$ cat src/rtl/prio_event_encoder.sv
`default_nettype none
// ============================================================================
//  Module   : prio_event_encoder
//  Purpose  : Sticky event capture with one-at-a-time valid/ready hand-off of
//             the encoded index. Fixed priority (highest index first) by
//             default; define PRIO_EVENT_ENCODER_RR_EN for round-robin.
//  Revision : 1.0  initial release
// ============================================================================
module prio_event_encoder #(
    parameter int  N  = 8,
    localparam int IW = (N > 1) ? $clog2(N) : 1,
    localparam int CW = $clog2(N + 1)
) (
    input  logic          clk,
    input  logic          rst_n,
    input  logic [N-1:0]  req,
    output logic [IW-1:0] out_idx,
    output logic          out_valid,
    input  logic          out_ready,
    output logic [CW-1:0] pend_cnt,
    output logic          ovf,
    input  logic          ovf_clr
);

    logic [N-1:0]  pending_q, pending_d;
    logic [IW-1:0] idx_q, idx_d;
    logic          valid_q, valid_d;
    logic          ovf_q, ovf_d;
    logic [CW-1:0] cnt_q, cnt_d;

    logic [N-1:0]  cand;
    logic [N-1:0]  sel_mask;
    logic [N-1:0]  pres_mask;
    logic [IW-1:0] sel_idx;
    logic          sel_found;
    logic          slot_free;

`ifdef PRIO_EVENT_ENCODER_RR_EN
    logic [IW-1:0] rr_q, rr_d;
    int            best;
    int            dist;

    // Distance 0 is the index just below the last grant; the last grant itself is farthest.
    always_comb begin
        sel_idx   = '0;
        sel_found = 1'b0;
        best      = N;
        dist      = 0;
        for (int j = 0; j < N; j++) begin
            if (cand[j]) begin
                dist = (int'(rr_q) - j - 1 + 2 * N) % N;
                if (dist < best) begin
                    best      = dist;
                    sel_idx   = IW'(j);
                    sel_found = 1'b1;
                end
            end
        end
    end

    always_comb begin
        rr_d = rr_q;
        if (slot_free && sel_found) begin
            rr_d = sel_idx;
        end
    end

    always_ff @(posedge clk or negedge rst_n) begin
        if (!rst_n) begin
            rr_q <= IW'(N - 1);
        end else begin
            rr_q <= rr_d;
        end
    end
`else
    always_comb begin
        sel_idx   = '0;
        sel_found = 1'b0;
        for (int i = 0; i < N; i++) begin
            if (cand[i]) begin
                sel_idx   = IW'(i);
                sel_found = 1'b1;
            end
        end
    end
`endif

    always_comb begin
        slot_free = !valid_q || out_ready;
        cand      = pending_q | req;
        for (int i = 0; i < N; i++) begin
            sel_mask[i]  = sel_found && (sel_idx == IW'(i));
            pres_mask[i] = valid_q && !out_ready && (idx_q == IW'(i));
        end
    end

    always_comb begin
        idx_d     = idx_q;
        valid_d   = valid_q;
        pending_d = pending_q;
        if (slot_free) begin
            if (sel_found) begin
                idx_d   = sel_idx;
                valid_d = 1'b1;
                // A request colliding with a selected pending bit is a fresh event and stays pending.
                pending_d = (cand & ~sel_mask) | (sel_mask & pending_q & req);
            end else begin
                valid_d   = 1'b0;
                pending_d = '0;
            end
        end else begin
            // A request for the stalled presented index merges into it instead of re-pending.
            pending_d = pending_q | (req & ~pres_mask);
        end

        if (|(req & (pending_q | pres_mask))) begin
            ovf_d = 1'b1;
        end else if (ovf_clr) begin
            ovf_d = 1'b0;
        end else begin
            ovf_d = ovf_q;
        end

        cnt_d = '0;
        for (int i = 0; i < N; i++) begin
            cnt_d = cnt_d + {{(CW-1){1'b0}}, pending_d[i]};
        end
    end

    always_ff @(posedge clk or negedge rst_n) begin
        if (!rst_n) begin
            pending_q <= '0;
            idx_q     <= '0;
            valid_q   <= 1'b0;
            ovf_q     <= 1'b0;
            cnt_q     <= '0;
        end else begin
            pending_q <= pending_d;
            idx_q     <= idx_d;
            valid_q   <= valid_d;
            ovf_q     <= ovf_d;
            cnt_q     <= cnt_d;
        end
    end

    assign out_idx   = idx_q;
    assign out_valid = valid_q;
    assign pend_cnt  = cnt_q;
    assign ovf       = ovf_q;

endmodule
`default_nettype wire

$ cat config.mk
export PLATFORM = sky130hd
export DESIGN_NAME = prio_event_encoder
export DESIGN_NICKNAME = d
export VERILOG_FILES = /design/src/rtl/prio_event_encoder.sv
export SDC_FILE = /design/constraint.sdc
export NUM_CORES = 1
export LEC_CHECK = 0
export ABC_AREA = 0
export BUFFER_PORTS_ARGS = -buffer_cell sky130_fd_sc_hd__clkbuf_2
export CORE_MARGIN = 5
export CORE_UTILIZATION = 41
export DETAILED_ROUTE_END_ITERATION = 16
export HOLD_SLACK_MARGIN = 0.03
export SYNTH_ARGS = -nofsm -noshare
export SYNTH_HDL_FRONTEND = slang
export SYNTH_SLANG_ARGS = --single-unit
$ cat constraint.sdc
create_clock -name clk -period 6.9 [get_ports clk]
set_clock_uncertainty 0.05 [all_clocks]
set_input_delay 0 -clock clk [delete_from_list [all_inputs] [get_ports clk]]
set_output_delay 0 -clock clk [all_outputs]
set_load 0.02 [all_outputs]
## After elaboration in Yosys (flattened, before gate mapping)

Index checks and enable logic that the tools add are counted.

- Output and inout bits: 9
- ROM bits: 0
- Latch bits: 0
- Flip-flop bits (word level): 17
- Bits in writable memories: 0
- Memories kept: 0

- Bitwise operators: 11
- Mux-type cells: 20
- Divide/modulo/power cells: 0
- Reductions and logical operators: 25
- Shift operators: 0
- Equality and inequality tests: 14
- Magnitude comparators: 0
- Multiply operators: 0
- Add/sub/neg operators: 7

Operators with widths:

| cell | number |
|---|---|
| 8-bit AND | 5 |
| 8-bit bitwise OR | 4 |
| 3-bit == test (second input constant) | 8 |
| 3-bit 2-to-1 mux | 6 |
| 1-bit logical AND | 17 |
| 4-bit by 1-bit adder with 4-bit output | 4 |
| 8-bit 2-to-1 mux | 2 |
| 8-bit NOT | 2 |
| 3-bit by 2-bit == test with 1-bit output (second input constant) | 4 |
| 1-bit 2-to-1 mux | 12 |
| 8-bit OR reduction | 1 |
| 3-bit by 1-bit == test with 1-bit output (second input constant) | 2 |
| 3-bit logical NOT | 2 |
| 3-bit by 1-bit adder with 4-bit output | 1 |
| 2-bit by 1-bit adder with 3-bit output | 1 |
| 1-bit by 1-bit adder with 2-bit output | 1 |
| 1-bit logical NOT | 2 |
| 2-bit AND reduction | 1 |
| 2-bit nonzero test | 1 |
| 1-bit logical OR | 1 |

## Longest topological paths before layout

- Word-level depth: 22
- Gate-level depth with buffers: 14

## Worst setup path after synthesis

Ideal clock, no wire load.

- Path kind: register to register
- Start point: register idx_q[1] (netlist: out_idx[1])
- End point: register cnt_q[2] (netlist: pend_cnt[2])
- Stages on the path, launching flop included: 15
- Path slack: 3.074 ns
- Path buffers: 1
- Data arrival time: 3.654 ns
- Cell sequence: dfrtp_1 -> buf_2 -> nor4_1 -> o221ai_1 -> a2111oi_2 -> nor2_1 -> fa_1 -> fa_1 -> inv_1 -> fa_1 -> inv_1 -> ha_1 -> inv_1 -> fa_1 -> xnor2_1

- Word-level cells in the longest chain between the ends: 13
- Elaborated cells on any way between the ends: 27

RTL lines:

| what | RTL line | RTL |
|---|---|---|
| start, declared | 26 | `logic [IW-1:0] idx_q, idx_d;` |
| start signal, assigned | 139 | `idx_q <= idx_d;` |
| 3-bit logical NOT | 93 | `pres_mask[i] = valid_q && !out_ready && (idx_q == IW'(i));` |
| 1-bit logical AND | 93 |  |
| 8-bit NOT | 113 | `pending_d = pending_q \| (req & ~pres_mask);` |
| 8-bit AND | 113 |  |
| 8-bit bitwise OR | 113 |  |
| 8-bit 2-to-1 mux | 101 | `if (slot_free) begin` |
| via pending_d[0] | 25 | `logic [N-1:0] pending_q, pending_d;` |
| 1-bit by 1-bit adder with 2-bit output | 126 | `cnt_d = cnt_d + {{(CW-1){1'b0}}, pending_d[i]};` |
| 2-bit by 1-bit adder with 3-bit output | 126 |  |
| 3-bit by 1-bit adder with 4-bit output | 126 |  |
| 4-bit by 1-bit adder with 4-bit output (4 in a row) | 126 |  |
| via cnt_d[2] | 29 | `logic [CW-1:0] cnt_q, cnt_d;` |
| end signal, assigned | 142 | `cnt_q <= cnt_d;` |
| end, declared | 29 |  |

The timed path passes the listed nets, and every way through them passes these cells.
A chain may end at the register's enable or synchronous reset.

## Final worst setup path

- Start point: register pending_q[6]
- End point: register cnt_q[2] (netlist: pend_cnt[2])

- Word-level cells in the longest chain between the ends: 17
- Elaborated cells on any way between the ends: 36

RTL lines:

| what | RTL line | RTL |
|---|---|---|
| start, declared | 25 |  |
| start signal, assigned | 138 | `pending_q <= pending_d;` |
| 8-bit bitwise OR (*) | 90 | `cand = pending_q \| req;` |
| 3-bit 2-to-1 mux (2 in a row) | 80 | `if (cand[i]) begin` |
| 3-bit logical NOT | 92 | `sel_mask[i] = sel_found && (sel_idx == IW'(i));` |
| 1-bit logical AND | 92 |  |
| 8-bit AND or 8-bit NOT (tied branches) | 106 | `pending_d = (cand & ~sel_mask) \| (sel_mask & pending_q & req);` |
| 8-bit AND | 106 |  |
| 8-bit bitwise OR | 106 |  |
| 8-bit 2-to-1 mux (*) | 102 | `if (sel_found) begin` |
| 8-bit 2-to-1 mux (*) | 101 |  |
| via pending_d[0] | 25 |  |
| 1-bit by 1-bit adder with 2-bit output (*) | 126 |  |
| 2-bit by 1-bit adder with 3-bit output (*) | 126 |  |
| 3-bit by 1-bit adder with 4-bit output (*) | 126 |  |
| 4-bit by 1-bit adder with 4-bit output (*) (4 in a row) | 126 |  |
| via cnt_d[2] | 29 |  |

Mark *: on every way through the listed nets, which the timed path passes. The rest lies on a longest branch.

==> results.toml <==
[logic_synthesis]
yosysTopAreaCellShare_pct = 36.9
synth.most_common_cell = "dfrtp_1"
synth-seq-cells = 17
synthesis.nets = 142
synth_flop_cell = "dfrtp_1"
synth-async-reset-ratio_pct = 100
syn_area_um2 = 1150
synth_edf_count = 0
yosysSeqAreaShare_pct = 36.9
ys_warn_count = 0
netlist_instances = 123
synthTopCellsByArea = "dfrtp_1 37%, fa_1 6.9%, nor2_1 4.2%"
avgSynthCellArea_um2 = 9.37
synth_area_leader_cell = "dfrtp_1"
synthTopCellsByCount = "17 x dfrtp_1, 13 x nor2_1, 8 x inv_1, 8 x nand2_1"
synth_cell_types = 41

[finish]
final_nets = 171
drive_gt1_share_pct = 21.2
final_core_util_pct = 50.5
antennaDiodeCount = 0
syn2layout_area_growth_pct = 19.9
nFillCells = 266

[grt]
grt-ovfl-total = 0
antenna_found_initial = 0
grt_usage_pct = 15.3
grt_start_max_net_pins = 18
grt_first_pass_wirelength_um = 4910
grt_pass1_vias = 1036

[floorplanning]
fp.dieW_um = 63.0
ios = 21
rows = 19
start_util_pct = 42.2
fp.dieH_um = 63.0
core_area_um2 = 2730
design.die.area_um2 = 3970

[drt]
drc_errors = 0
avgRoutedWirePerCell_um = 16.0
drt-pass1-iter-count = 4
vias_per_cell = 5.83
drtAntennaViolNets = 0
via_count = 1061
drt_iter0_markers = 68
totalWireLength_um = 2910

[placed_design]
io_buffers = 20
place.gp.congestion = 0.900
hpwl_um = 2230

[hold_path]
hold_path_depth = 3
min_path_type = "input port to flip-flop"
min_to = "pending_q[3]"
hold_path_startpoint = "req[3]"

[worst_setup_path]
cp-end-kind = "flip-flop"
cp.required_ps = 7050
r2r_slack_ps = 2890
r2r_cells = 13
start_kind = "flip-flop"
critPathKind = "flip-flop to flip-flop"
reg2reg_to = "pend_cnt[2]"
critPathArrivalTime_ps = 4160
reg2reg_from = "pending_q[6]"
crit_fanout = 8

[sta]
finalMaxSlewViolations = 0
rsz0062_at_grt = "no"
final_hold_viol_count = 0
setup-violations-final = 0
final.period_utilization_pct = 58.2
finalSetupTns_ps = 0
timing.final.crit_period_ps = 4010
clock.fmax_ghz = 0.249
worstMarginPinSlew_ps = 525
relSlewSlack_pct = 65.0

[clock_tree]
clock_sinks = 17
clkLatencyLatePin_ps = 300
clockRootBuffer = "clkbuf_4"
ctsHtreeMaxLevel = 1
path_clk_slew_ps = 120
tritoncts = "built"
cts_resized = 0
cts-buffers-inserted = 3
clockBufferDepth = 2

[job]
cap_violations = 0

[power]
leakagePower_nw = 0.534
p_per_area_nw_per_um2 = 203
ir_drop_mv = 0.163

[status]
outcome = "finished clean"
-- metrics by stage --
| stage | setup WS (ps) | instance area (um^2) | total power [mW] | instances | hold slack [ps] |
|---|---|---|---|---|---|
| after floorplan | 3070 | 1150 | 0.189 | 123 | -346 |
| after global placement | 3000 | 1270 | 0.223 | 170 | -81.3 |
| after detailed placement | 2900 | 1270 | 0.224 | 170 | -64.0 |
| after CTS | 2880 | 1380 | 0.283 | 182 | 34.6 |
| after global routing | 2610 | 1380 | 0.300 | 182 | 61.2 |
| final | 2890 | 1380 | 0.280 | 182 | 45.3 |
-- state kept, by name, indices dropped and copies added (netlist names) --
name and flops:
ovf 1, pend_cnt 4, pending_q 8, out_valid 1, out_idx 3
-- how the worst max path moves through the flow --
| stage | startpoint | endpoint | depth (start not counted) |
|---|---|---|---|
| 3_3_place_gp | pending_q[6] | pend_cnt[1] | 13 |
| 4_1_cts | pending_q[6] | pend_cnt[1] | 13 |
| 3_5_place_dp | pending_q[6] | pend_cnt[2] | 13 |
| 2_1_floorplan | out_idx[1] | pend_cnt[2] | 14 |
| 6_report | pending_q[6] | pend_cnt[2] | 13 |
| 5_1_grt | pending_q[6] | pend_cnt[1] | 13 |
-- cell usage in the layout, fill, tap and decap left out, types with 2 or more instances in the layout --
master         instances
clkbuf_2              20
dfrtp_1               17
nor2_1                13
inv_1                  8
nand2_1                8
dlygate4sd3_1          8
a21oi_1                6
o21ai_0                6
nand2b_1               5
o21ai_1                5
nor4_1                 4
fa_1                   4
nand4_1                3
nor2b_1                3
nand3_1                3
a22oi_1                3
ha_1                   3
clkbuf_4               3
nor4_4                 2
o31ai_1                2
nand3b_1               2
a31oi_1                2
-- what timing repair did --
action | 4_1_cts | 5_1_grt
hold buffers | 8 | 0
endpoints found under the hold margin | 22 | 0
setup buffers | 0 | 0
-- final cells by class --
cell class              instances  area (um^2)  area share, %
clock buffers                   3         22.5           1.63
clock inverters                 1         5.00          0.362
inverters                       8         30.0           2.17
multi-input cells              94          679           49.2
flip-flops and latches         17          425           30.8
well taps                      31         38.8           2.81
repair buffers                 28          180           13.0
-- metal layers --
layer,track usage [%],routed length (um),up-vias
met1,20.9,1310,508
met3,3.06,210,2
met5,0,0,-
met2,24.6,1380,45
met4,3.98,12,0
li1,-,-,506
-- power by group --
group / total (mW) / switching [mW] / internal (mW) / leakage, nW
clock network: 0.0562 / 0.0347 / 0.0215 / 0.0177
logic: 0.0960 / 0.0580 / 0.0380 / 0.343
registers: 0.128 / 0.0128 / 0.115 / 0.173
-- kinds of logic after synthesis --
family                   synth area share [%]
adder cells (fa/ha/maj)                  10.2
AND/OR/NAND/NOR                          26.3
AO/OA/AOI/OAI                            20.7
multiplexers                            0.977
flip-flops                               36.9
XOR/XNOR                                0.760
buffers and inverters                    4.13
-- critical path: stages, from the launching register on --
cell     delay (ps)
dfrtp_1         450
nor4_4          510
a41oi_2         300
o22ai_1         190
nor2_1           80
fa_1            470
fa_1            530
inv_1            60
fa_1            450
inv_1            70
ha_1            170
inv_1            60
fa_1            370
xnor2_1         130
(Power assumes the default switching activity.)
